**src/rtl/mem_pkg.sv**
```systemverilog
// rtl/mem_pkg.sv - shared constants, bus widths and FSM states for the memory stage
package mem_pkg;

  localparam int EXE_MEM_W = 157;
  localparam int MEM_WB_W  = 121;

  // mem_control bit positions; MEM_CTL_SIZE is the low bit of the 2-bit size field
  localparam int MEM_CTL_LOAD  = 5;
  localparam int MEM_CTL_STORE = 4;
  localparam int MEM_CTL_SIZE  = 2;
  localparam int MEM_CTL_SIGN  = 1;

  localparam logic [1:0] SZ_BYTE = 2'b00;
  localparam logic [1:0] SZ_HALF = 2'b01;
  localparam logic [1:0] SZ_WORD = 2'b10;

  typedef enum logic [1:0] {
    IDLE = 2'd0,
    WAIT = 2'd1,
    DONE = 2'd2
  } mem_state_e;

  // Size 2'b11 is treated as a word access, so it shares the word alignment rule
  function automatic logic misaligned(input logic [1:0] size, input logic [1:0] addr);
    case (size)
      SZ_BYTE: return 1'b0;
      SZ_HALF: return addr[0];
      default: return |addr;
    endcase
  endfunction

endpackage

```
**src/rtl/mem_load_align.sv**
```systemverilog
// rtl/mem_load_align.sv - lane select and sign/zero extension of a loaded word
module mem_load_align
  import mem_pkg::*;
(
  input  logic [31:0] rdata,
  input  logic [1:0]  addr,
  input  logic [1:0]  size,
  input  logic        sign,
  output logic [31:0] result
);

  logic [7:0]  byte_v;
  logic [15:0] half_v;

  // Pick the addressed byte/half (little-endian lanes) and extend to 32 bits
  always_comb begin
    case (addr)
      2'd0:    byte_v = rdata[7:0];
      2'd1:    byte_v = rdata[15:8];
      2'd2:    byte_v = rdata[23:16];
      default: byte_v = rdata[31:24];
    endcase
    half_v = addr[1] ? rdata[31:16] : rdata[15:0];
    case (size)
      SZ_BYTE: result = {{24{sign & byte_v[7]}}, byte_v};
      SZ_HALF: result = {{16{sign & half_v[15]}}, half_v};
      SZ_WORD: result = rdata;
      default: result = rdata;
    endcase
  end

endmodule

```
**src/rtl/mem_stage.sv**
```systemverilog
// rtl/mem_stage.sv - pipeline memory-access stage: stores, latency-counted loads, alignment faults
module mem_stage
  import mem_pkg::*;
#(
  parameter int LOAD_LATENCY = 1,
  parameter int CNT_W        = 2
) (
  input  logic                 clk,
  input  logic                 rst,
  input  logic                 MEM_valid,
  input  logic                 MEM_allow_in,
  input  logic                 MEM_cancel,
  input  logic [EXE_MEM_W-1:0] EXE_MEM_bus_r,
  input  logic [31:0]          dm_rdata,
  output logic [31:0]          dm_addr,
  output logic [3:0]           dm_wen,
  output logic [31:0]          dm_wdata,
  output logic                 MEM_over,
  output logic [MEM_WB_W-1:0]  MEM_WB_bus,
  output logic [4:0]           MEM_wdest,
  output logic [31:0]          MEM_pc
);

  localparam logic [CNT_W-1:0] LAT_CNT = CNT_W'(LOAD_LATENCY);

  logic [5:0]  mem_control;
  logic [31:0] store_data, exe_result, lo_result, pc;
  logic        hi_write, lo_write, mfhi, mflo, mtc0, mfc0;
  logic [7:0]  cp0r_addr;
  logic        syscall, brk, eret, rf_wen;
  logic [4:0]  rf_wdest;

  assign {mem_control, store_data, exe_result, lo_result, hi_write, lo_write,
          mfhi, mflo, mtc0, mfc0, cp0r_addr, syscall, brk, eret, rf_wen,
          rf_wdest, pc} = EXE_MEM_bus_r;

  // mem_control[0] is reserved and intentionally ignored
  logic unused_rsvd;
  assign unused_rsvd = mem_control[0];

  logic       is_load, is_store, load_sign, mis, adel, ades;
  logic       mem_load, store_fire;
  logic [1:0] size;

  assign is_load   = mem_control[MEM_CTL_LOAD];
  assign is_store  = mem_control[MEM_CTL_STORE];
  assign size      = mem_control[MEM_CTL_SIZE+1:MEM_CTL_SIZE];
  assign load_sign = mem_control[MEM_CTL_SIGN];
  assign mis       = misaligned(size, exe_result[1:0]);
  assign adel      = is_load & mis;
  assign ades      = is_store & mis;
  // Only an aligned load waits on the RAM; faulting loads finish immediately
  assign mem_load  = is_load & ~mis;

  mem_state_e       state;
  logic [CNT_W-1:0] cnt, cnt_nxt;
  logic             store_done;
  logic [31:0]      rdata_q;

  assign cnt_nxt = cnt + CNT_W'(1);

  // Write fires once per instruction; store_done blocks repeats while the stage stalls
  assign store_fire = ~rst & MEM_valid & ~MEM_cancel & is_store & ~mis & ~store_done;

  logic [3:0]  lanes;
  logic [31:0] lane_data;

  // Byte-enable pattern and lane-replicated data for the store size
  always_comb begin
    lanes     = 4'h0;
    lane_data = store_data;
    case (size)
      SZ_BYTE: begin
        lanes     = 4'b0001 << exe_result[1:0];
        lane_data = {4{store_data[7:0]}};
      end
      SZ_HALF: begin
        lanes     = exe_result[1] ? 4'b1100 : 4'b0011;
        lane_data = {2{store_data[15:0]}};
      end
      default: begin
        lanes     = 4'hF;
        lane_data = store_data;
      end
    endcase
  end

  // Load FSM, latency counter, captured read data and store-commit flag
  always_ff @(posedge clk) begin
    if (rst) begin
      state      <= IDLE;
      cnt        <= '0;
      store_done <= 1'b0;
      rdata_q    <= '0;
    end else if (MEM_cancel) begin
      state      <= IDLE;
      cnt        <= '0;
      store_done <= 1'b0;
    end else begin
      if (MEM_allow_in)
        store_done <= 1'b0;
      else if (store_fire)
        store_done <= 1'b1;
      case (state)
        IDLE: begin
          if (MEM_valid && mem_load) begin
            cnt <= CNT_W'(1);
            if (LOAD_LATENCY == 1) begin
              rdata_q <= dm_rdata;
              state   <= DONE;
            end else begin
              state <= WAIT;
            end
          end
        end
        WAIT: begin
          cnt <= cnt_nxt;
          if (cnt_nxt == LAT_CNT) begin
            rdata_q <= dm_rdata;
            state   <= DONE;
          end
        end
        DONE: begin
          if (MEM_allow_in) begin
            state <= IDLE;
            cnt   <= '0;
          end
        end
        default: state <= IDLE;
      endcase
    end
  end

  logic [31:0] load_result, mem_result;

  mem_load_align u_align (
    .rdata  (rdata_q),
    .addr   (exe_result[1:0]),
    .size   (size),
    .sign   (load_sign),
    .result (load_result)
  );

  assign mem_result = mem_load ? load_result : exe_result;
  assign MEM_over   = ~rst & MEM_valid & ~MEM_cancel & (~mem_load | (state == DONE));
  assign dm_addr    = {exe_result[31:2], 2'b00};
  assign dm_wen     = store_fire ? lanes : 4'h0;
  assign dm_wdata   = lane_data;
  assign MEM_wdest  = rf_wdest & {5{MEM_valid}};
  assign MEM_pc     = pc;
  assign MEM_WB_bus = {mem_result, lo_result, hi_write, lo_write, mfhi, mflo,
                       mtc0, mfc0, cp0r_addr, syscall, brk, eret, adel, ades,
                       rf_wen, rf_wdest, pc};

endmodule

```
**config.mk**
```make
export PLATFORM = sky130hd
export DESIGN_NAME = mem_stage
export DESIGN_NICKNAME = d
export VERILOG_FILES = /design/src/rtl/mem_pkg.sv /design/src/rtl/mem_load_align.sv /design/src/rtl/mem_stage.sv
export SDC_FILE = /design/constraint.sdc
export NUM_CORES = 1
export LEC_CHECK = 0
export BUFFER_PORTS_ARGS = -buffer_cell sky130_fd_sc_hd__buf_2
export CAP_MARGIN = 10
export CELL_PAD_IN_SITES_DETAIL_PLACEMENT = 1
export CELL_PAD_IN_SITES_GLOBAL_PLACEMENT = 2
export CORE_AREA = 2 2 161 163
export CTS_BUF_LIST = sky130_fd_sc_hd__clkbuf_8
export DETAILED_ROUTE_END_ITERATION = 8
export DIE_AREA = 0 0 163 165
export PLACE_DENSITY_LB_ADDON = 0.1
export SETUP_SLACK_MARGIN = 0.2
export SYNTH_ARGS = -nofsm -noshare
export SYNTH_HDL_FRONTEND = slang
export SYNTH_SLANG_ARGS = --single-unit
```
**constraint.sdc**
```tcl
create_clock -name clk -period 4.2 [get_ports clk]
set_clock_uncertainty 0.15 [all_clocks]
set_input_delay 0.63 -clock clk [delete_from_list [all_inputs] [get_ports clk]]
set_output_delay 0.63 -clock clk [all_outputs]
set_load 0.05 [all_outputs]
```
== After elaboration in Yosys (flattened, before gate mapping) ==
Index checks and enable logic that the tools add are counted.
Operators by class
  $mul: 0
  eq/ne operators: 9
  multiplexer cells: 18
  bitwise logic cells: 18
  magnitude comparators: 0
  shifts and indexed selects: 1
  reductions and logical operators: 12
  divide/modulo/power cells: 0
  $add $sub $neg: 1
Operators by type and width (count)
  one-hot mux 32 bit (2 select lines): 3
  two-way mux 32 bit: 3
  one-hot mux 8 bit (3 select lines): 1
  two-way mux 16 bit: 1
  one-hot mux 2 bit (3 select lines): 2
  AND 1 bit: 11
  == test 2 x 1 -> 1 bit, second input constant: 4
  two-way mux 2 bit: 4
  two-way mux 4 bit: 2
  one-hot mux 4 bit (2 select lines): 1
  logical NOT 2 bit: 3
  != test 2 bit, second input constant: 3
  AND reduction 3 bit: 2
  AND 5 bit: 1
  NOT 1 bit: 5
  == test 2 bit, second input constant: 2
  AND reduction 4 bit: 1
  OR reduction 2 bit: 2
  << shifter 1 x 2 -> 4 bit, first input constant: 1
  nonzero test 3 bit: 1
  OR reduction 3 bit: 1
  adder 2 x 1 -> 2 bit, second input constant: 1
  one-hot mux 1 bit (2 select lines): 1
  nonzero test 2 bit: 1
  2 further kinds: 2
Word-level totals
  memory bits (writable): 0
  memories: 0
  latch bits: 0
  word-level logic and storage cells: 63
  output and inout bits: 227
  input port bits: 194
  register bits: 37
  memory bits (read-only): 0

== Depth between registers and ports, before layout ==
Gate-level depths: netlist of run 1.
  depth after elaboration: 7
  depth in mapped cells: 7
  gate-level depth less buffers: 4

== Hierarchy ==
A second synthesis of run 1 with hierarchy kept.
Second synthesis, totals
  cell total of the unflattened synthesis: 532
  area total of the unflattened synthesis: 4589.4 um^2
By module, submodules not included
  mem_stage: times used 1, seq. area each 680.7 um^2, cells an instance 417, area an instance 3713.6 um^2
  mem_load_align: times used 1, seq. area each 0.0 um^2, cells an instance 115, area an instance 875.8 um^2

== Worst setup path after synthesis of run 1 ==
OpenSTA, ideal clock, no wires.
  path kind: input to output
  from: input port EXE_MEM_bus_r[153]
  to: output port MEM_over
  required time: 3.420 ns
  stages: 5
  slack: 0.425 ns
  arrival: 2.995 ns
  path buffers: 1
  cell sequence: clkbuf_1 a21oi_1 o21ai_1 nor2_1 nor4b_1
Between the ends
  cells in the longest elaborated chain, start to end: 7
  elaborated cells on any way between the ends: 8
  classes of those cells: eq/ne: 1; mux: 1; bitwise: 5; reduce/logical: 1
RTL lines
  from (decl): line mem_stage.sv:13  | input logic [EXE_MEM_W-1:0] EXE_MEM_bus_r,
  == test 2 x 1 -> 1 bit / logical NOT 2 bit (equally long branches): line mem_pkg.sv:25  | case (size)
  one-hot mux 1 bit (2 select lines) (*): line mem_pkg.sv:25
  NOT 1 bit (*): line mem_stage.sv:53  | assign mem_load = is_load & ~mis;
  AND 1 bit (*): line mem_stage.sv:53
  NOT 1 bit (*): line mem_stage.sv:145  | assign MEM_over = ~rst & MEM_valid & ~MEM_cancel & (~mem_load | (state == DONE));
  bitwise OR 1 bit (*): line mem_stage.sv:145
  AND 1 bit (*): line mem_stage.sv:145
  to (decl): line mem_stage.sv:18  | output logic MEM_over,
Every way passes the cells marked *; elsewhere a longest branch is shown, timed or not.

== Worst setup path in the final report of run 1 ==
  from: input port EXE_MEM_bus_r[153]
  to: output port MEM_WB_bus[92]
Between the ends
  cells in the longest elaborated chain, start to end: 5
  elaborated cells on any way between the ends: 7
  classes of those cells: eq/ne: 1; mux: 3; bitwise: 2; reduce/logical: 1
RTL lines
  == test 2 x 1 -> 1 bit / logical NOT 2 bit (equally long branches): line mem_pkg.sv:25, mem_load_align.sv:24
  one-hot mux 1 bit (2 select lines): line mem_pkg.sv:25
  NOT 1 bit: line mem_stage.sv:53
  AND 1 bit: line mem_stage.sv:53
  two-way mux 32 bit (*): line mem_stage.sv:144  | assign mem_result = mem_load ? load_result : exe_result;
  to (decl): line mem_stage.sv:19  | output logic [MEM_WB_W-1:0] MEM_WB_bus,
Marked as above.

==> impl_metrics.env, run 1 <==
export IMPL_synth_edf_count=0
export IMPL_cts_repair_resized=0
export IMPL_grt_usage_pct=12.0
export IMPL_maxCapViolCount=0
export IMPL_grt_max_degree=37
export IMPL_min_period_ns=3.37
export IMPL_postCtsSetupBuffers=0
export IMPL_cp_arrival_ns=2.59
export IMPL_fin_setup_tns_ns=0
export IMPL_ys_top_cells_by_area="buf_4 32%, dfxtp_1 18%, nand2_1 10%, mux2_2 6.9%, a21oi_1 6.8%"
export IMPL_p_leak_nw=1.85
export IMPL_mostFrequentLayoutCells="221 x buf_2, 100 x nand2_1, 51 x a21oi_1"
export IMPL_grt_overflow=0
export IMPL_routed_via_density=4.00
export IMPL_place_hpwl_um=13800
export IMPL_drc=0
export IMPL_rsz0062_at_grt="false"
export IMPL_cts_tree="built"
export IMPL_portBuffers=221
export IMPL_grt_pass1_wl_um=23800
export IMPL_core_um2=25000
export IMPL_seq_area_frac_synth_pct=18.1
export IMPL_num_vias=3604
export IMPL_rows=58
export IMPL_hold_class="reg -> reg"
export IMPL_final_max_slew_viol_count=0
export IMPL_fin_crit_sh_pct=80.2
export IMPL_htreeDepth=2
export IMPL_powerDensity_nw_per_um2=284
export IMPL_finalSetupViolCount=0
export IMPL_fin_area_um2=4110
export IMPL_synth_cells=522
export IMPL_synth_seq_cells=34
export IMPL_routed_wl_um=17200
export IMPL_avgSynthCellArea_um2=7.22
export IMPL_synthArstFlopShare_pct=0
export IMPL_drive_above_1_share_pct=47.0
export IMPL_nets=763
export IMPL_tightestPinTransition_ns=0.797
export IMPL_drt_iter0_markers=139
export IMPL_die_area_um2=26900
export IMPL_peakVddDrop_mv=0.0913
export IMPL_whs_ns=0.312
export IMPL_synthToLayoutAreaGrowth_pct=9.00
export IMPL_synth_flop_cell="dfxtp_1"
export IMPL_gp_congestion=0.782
export IMPL_ioPinCount=421
export IMPL_post_route_util_pct=16.4
export IMPL_crit_required_ns=3.42
export IMPL_endpoint_kind="primary output"
export IMPL_synth_top_cell_area_share_pct=32.1
export IMPL_crit_path_start="EXE_MEM_bus_r[153]"
export IMPL_min_from="store_done"
export IMPL_layout_commonest_cell="buf_2"
export IMPL_die_x_um=163
export IMPL_antenna_left=0
export IMPL_initial_core_util_pct=15.1
export IMPL_holdBufCountCts=0
export IMPL_clk_pin_slew_ns=0.08
export IMPL_clk_latency_ns=0.29
export IMPL_placed_area_um2=4020
export IMPL_cts_path_max_buffers=2
export IMPL_status="complete, no violations"
export IMPL_clockRootBuffer="clkbuf_8"
export IMPL_max_freq_mhz=297
export IMPL_startpoint_type="primary input"
export IMPL_critPathMaxFanout=17
export IMPL_die_h_um=165
export IMPL_r2r_start="state[1]"
export IMPL_syn_area_um2=3770
export IMPL_ys_warnings_count=0
export IMPL_numCtsBuffers=5
export IMPL_routedWlPerCell_um=19.1
export IMPL_dr_pass1_iters=4
export IMPL_critical_path_class="in -> out"
export IMPL_antenna_found_initial=3
export IMPL_slew_headroom_pct=46.9
export IMPL_cts_num_sinks=34
export IMPL_yosysUniqueCellTypes=41
export IMPL_grt_pass1_vias=3777
export IMPL_yosys_area_top_type="buf_4"
export IMPL_finalHoldViolCount=0
-- worst paths after layout --
kind	depth (start not counted)	endpoint	slack (ns)
worst min register to register	1	store_done	0.31
worst max register to register	4	rdata_q[7]	2.21
worst min-delay path	1	store_done	0.31
worst max-delay path	7	MEM_WB_bus[92]	0.83
-- synth_stat cells, types with 3 or more instances --
library cell  number
buf_4            161
nand2_1          100
a21oi_1           51
dfxtp_1           34
nor2_1            25
mux2_2            23
o21ai_0           18
buf_2             14
clkbuf_1          13
mux2i_1           10
a21o_1             8
a222oi_1           8
a221o_1            7
a32o_1             7
and2_1             7
nor3_1             5
buf_1              3
-- power by group --
| group | internal (mW) | switching (mW) | total [mW] |
|---|---|---|---|
| logic | 0.143 | 0.421 | 0.565 |
| registers | 0.330 | 0.00903 | 0.339 |
| clock network | 0.127 | 0.136 | 0.263 |
| total | 0.600 | 0.566 | 1.17 |
-- metal layers --
| layer | up-vias | track usage [%] | part of all wire [%] |
|---|---|---|---|
| met5 | - | 0 | 0.076 |
| met4 | 2 | 2.90 | 1.4 |
| met3 | 43 | 3.16 | 7.0 |
| met2 | 173 | 23.3 | 54 |
| met1 | 1694 | 12.8 | 38 |
| li1 | 1692 | - | - |
-- through the flow --
stage	total power [mW]	instances	setup WS, ns
2_1_floorplan	1.06	523	0.425
3_3_place_gp	0.922	892	0.855
3_5_place_dp	0.924	892	0.787
4_1_cts	1.20	898	0.774
5_1_grt	1.23	898	0.636
6_report	1.17	900	0.831
-- registers in the layout, indices dropped and copies added (netlist names) --
signal and cells:
rdata_q 32, store_done 1, state 1
-- worst max-delay path, cell delays in order --
cell	delay (ns)
buf_2	0.39
a21oi_1	0.18
o21ai_2	0.62
buf_4	0.31
nand2_1	0.07
o21ai_0	0.08
buf_2	0.29
-- cells by family after synthesis --
family / after synthesis / share of synthesized area, %
AOI/OAI and AO/OA: 109 / 18.8
muxes: 34 / 10.1
xor gates and xnor gates: 2 / 0.465
and+or+nand+nor: 148 / 16.4
other: 1 / 0.0995
DFF: 34 / 18.1
buffers and inverters: 194 / 36.0
-- layout make-up --
class,count,area [µm²]
clock buffers,6,82.6
inverters,2,7.51
multi-input cells,295,1740
well taps,330,413
flip-flops and latches,34,681
diodes,2,5.00
fillers,3083,20900
repair buffers,231,1180
Power figures use the tool's default switching activity.
==> run 2: changes to the inputs <==
ABC_AREA = 1   (was not set)
CORE_AREA = not set   (was 2 2 161 163)
CORE_ASPECT_RATIO = 1.2   (was not set)
CORE_MARGIN = 2   (was not set)
CORE_UTILIZATION = 14   (was not set)
DIE_AREA = not set   (was 0 0 163 165)
clock period = 2.8 ns   (was 4.2 ns; I/O delays follow)
==> run 2 against run 1 <==
Against the previous run: power increased by 62%; sequential power increased by 55%; count of clock-buffer cells in the layout decreased by 1; highest routed layer unchanged; critical path depth increased by 2; clock power increased by 49%; combinational power increased by 73%; sequential share of layout area decreased by 2.9 points; utilization decreased by 0.16 points; setup slack got worse by 0.46 ns; first-iteration DRC count decreased by 5.8%.
==> impl_metrics.env, run 2 <==
export IMPL_status="complete, no violations"
export IMPL_grt_usage_pct=11.7
export IMPL_drt_iter0_markers=131
export IMPL_ys_top_cells_by_area="buf_4 28%, nand2_1 22%, dfxtp_1 16%, nor2_1 9.7%, inv_1 8.1%"
export IMPL_cts_path_max_buffers=2
export IMPL_final_max_slew_viol_count=0
export IMPL_slowest_delay_ns=0.24
export IMPL_routed_wl_um=19700
export IMPL_seq_area_frac_synth_pct=15.6
export IMPL_numCtsBuffers=5
export IMPL_max_freq_mhz=412
export IMPL_ys_warnings_count=0
export IMPL_diodes=0
export IMPL_maxCapViolCount=0
export IMPL_place_hpwl_um=16300
export IMPL_clockRootBuffer="clkbuf_8"
export IMPL_grt_max_degree=65
export IMPL_tightestPinTransition_ns=0.540
export IMPL_critical_path_class="in -> out"
export IMPL_synth_seq_cells=34
export IMPL_grt_overflow=0
export IMPL_peakVddDrop_mv=0.115
export IMPL_htreeDepth=2
export IMPL_mostFrequentLayoutCells="259 x nand2_1, 212 x buf_2, 112 x nor2_1"
export IMPL_finalSetupViolCount=0
export IMPL_holdBufCountCts=0
export IMPL_die_area_um2=32500
export IMPL_dr_pass1_iters=4
export IMPL_regMostFlops="rdata_q"
export IMPL_yosysMostFrequentCell="nand2_1"
export IMPL_drc=0
export IMPL_rows=70
export IMPL_yosys_area_top_type="buf_4"
export IMPL_slowest_stage="nor2_1"
export IMPL_grt_pass1_wl_um=28100
export IMPL_p_clk_share_pct=20.6
export IMPL_fin_crit_sh_pct=86.6
export IMPL_cp_arrival_ns=1.85
export IMPL_crit_required_ns=2.23
export IMPL_gp_congestion=0.678
export IMPL_seqPwrFrac_pct=27.7
export IMPL_rsz0062_at_grt="false"
export IMPL_startpoint_type="primary input"
export IMPL_finalHoldViolCount=0
export IMPL_nets=1032
export IMPL_path_delay_family="buffers and inverters"
export IMPL_ioPinCount=421
export IMPL_reg_top3="rdata_q (32), state (1), store_done (1)"
export IMPL_cp_cell_sequence="buf_2 > buf_4 > nor2_1 > buf_4 > nand2_1 > nand2_1 > nor2_1 > nor2_1 > buf_12"
export IMPL_p_comb_share_pct=51.7
export IMPL_switching_share_pct=50.9
export IMPL_largest_reg_flops=32
export IMPL_cts_num_sinks=34
export IMPL_antenna_found_initial=2
export IMPL_hold_class="in -> reg"
export IMPL_p_leak_nw=3.03
export IMPL_critPathMaxFanout=20
export IMPL_core_um2=30600
export IMPL_die_h_um=197
export IMPL_layout_commonest_cell="nand2_1"
export IMPL_powerDensity_nw_per_um2=381
export IMPL_avgSynthCellArea_um2=5.60
export IMPL_power_mw=1.89
export IMPL_num_vias=4436
export IMPL_clk_pin_slew_ns=0.09
export IMPL_ys_top_cells_by_count="261 x nand2_1, 165 x buf_4, 113 x nor2_1, 94 x inv_1, 34 x dfxtp_1"
export IMPL_cts_tree="built"
export IMPL_initial_core_util_pct=14.2
export IMPL_portBuffers=221
export IMPL_drive_above_1_share_pct=31.5
export IMPL_min_period_ns=2.42
export IMPL_clk_latency_ns=0.31
export IMPL_synth_edf_count=0
export IMPL_die_x_um=165
export IMPL_fin_setup_tns_ns=0
export IMPL_grt_pass1_vias=4687
export IMPL_synth_flop_cell="dfxtp_1"
export IMPL_syn_area_um2=4360
export IMPL_yosysUniqueCellTypes=27
export IMPL_power_switching_uw=965
export IMPL_synthArstFlopShare_pct=0
export IMPL_synth_top_cell_area_share_pct=28.4
export IMPL_synth_cells=778
export IMPL_routedWlPerCell_um=16.0
export IMPL_endpoint_kind="primary output"
export IMPL_cp_common_cell="nor2_1"
export IMPL_antenna_left=0
export IMPL_routed_via_density=3.59
export IMPL_slew_headroom_pct=63.6
export IMPL_synthToLayoutAreaGrowth_pct=14.0
export IMPL_path_buf_inv=4
export IMPL_power_internal_uw=929
[run 2: cell families after synthesis]
| group | Yosys count | synth area share (%) |
|---|---|---|
| AO/OA/AOI/OAI | 26 | 3.39 |
| buffers and inverters | 288 | 40.6 |
| flip-flops | 34 | 15.6 |
| other | 1 | 0.0861 |
| AND/OR/NAND/NOR | 429 | 40.3 |
[run 2: area by class of cell]
type,instances,area (µm²)
clock buffers,5,68.8
clock inverters,2,11.3
fillers,3877,25600
inverters,99,374
multi-input cells,457,1930
flip-flops and latches,34,681
well taps,396,495
repair buffers,241,1410
[run 2: power by group through the flow]
stage | Combinational [mW] | Clock [mW] | Sequential [mW]
2_1_floorplan | 1.15 | 0 | 0.524
3_3_place_gp | 0.999 | 0 | 0.538
3_5_place_dp | 0.997 | 0 | 0.538
4_1_cts | 1.00 | 0.416 | 0.527
5_1_grt | 1.06 | 0.429 | 0.528
6_report | 0.979 | 0.391 | 0.524
[run 2: worst min-delay path, stage by stage]
cell and delay [ns]:
buf_2 0.08, nor2_1 0.03, nor2_1 0.08
[run 2: path summary, 6_finish.rpt]
path / start / to / slack [ns] / cells after the start
max: EXE_MEM_bus_r[154] / MEM_WB_bus[89] / 0.38 / 9
min: dm_rdata[19] / rdata_q[19] / 0.18 / 3
max reg2reg: state[1] / rdata_q[7] / 1.43 / 5
min reg2reg: store_done / store_done / 0.32 / 2
[run 2: metrics by stage]
stage          instance area [µm²]  cells  hold slack, ns  util (%)  worst slack [ns]
2_1_floorplan                 4360    779           0.282         -             0.353
3_3_place_gp                  4850   1225           0.306      15.9             0.188
3_5_place_dp                  4850   1225           0.310      15.9             0.174
4_1_cts                       4930   1232           0.167      16.1             0.218
5_1_grt                       4970   1234           0.182      16.3             0.205
6_report                      4970   1234           0.180      16.3             0.375
[run 2: what timing repair did]
action / in CTS / in global routing
setup buffers: 0 / 2
endpoints found under the setup margin: 12 / 31
pin swaps: 0 / 1
gates resized for setup: 2 / 5
[run 2: layer usage]
layer	vias up	track usage, %	share of wire [%]
li1	2236	-	-
met1	1984	11.7	36
met2	151	23.3	55
met3	63	2.56	6.8
met4	2	4.12	2.7
met5	-	0	0.066
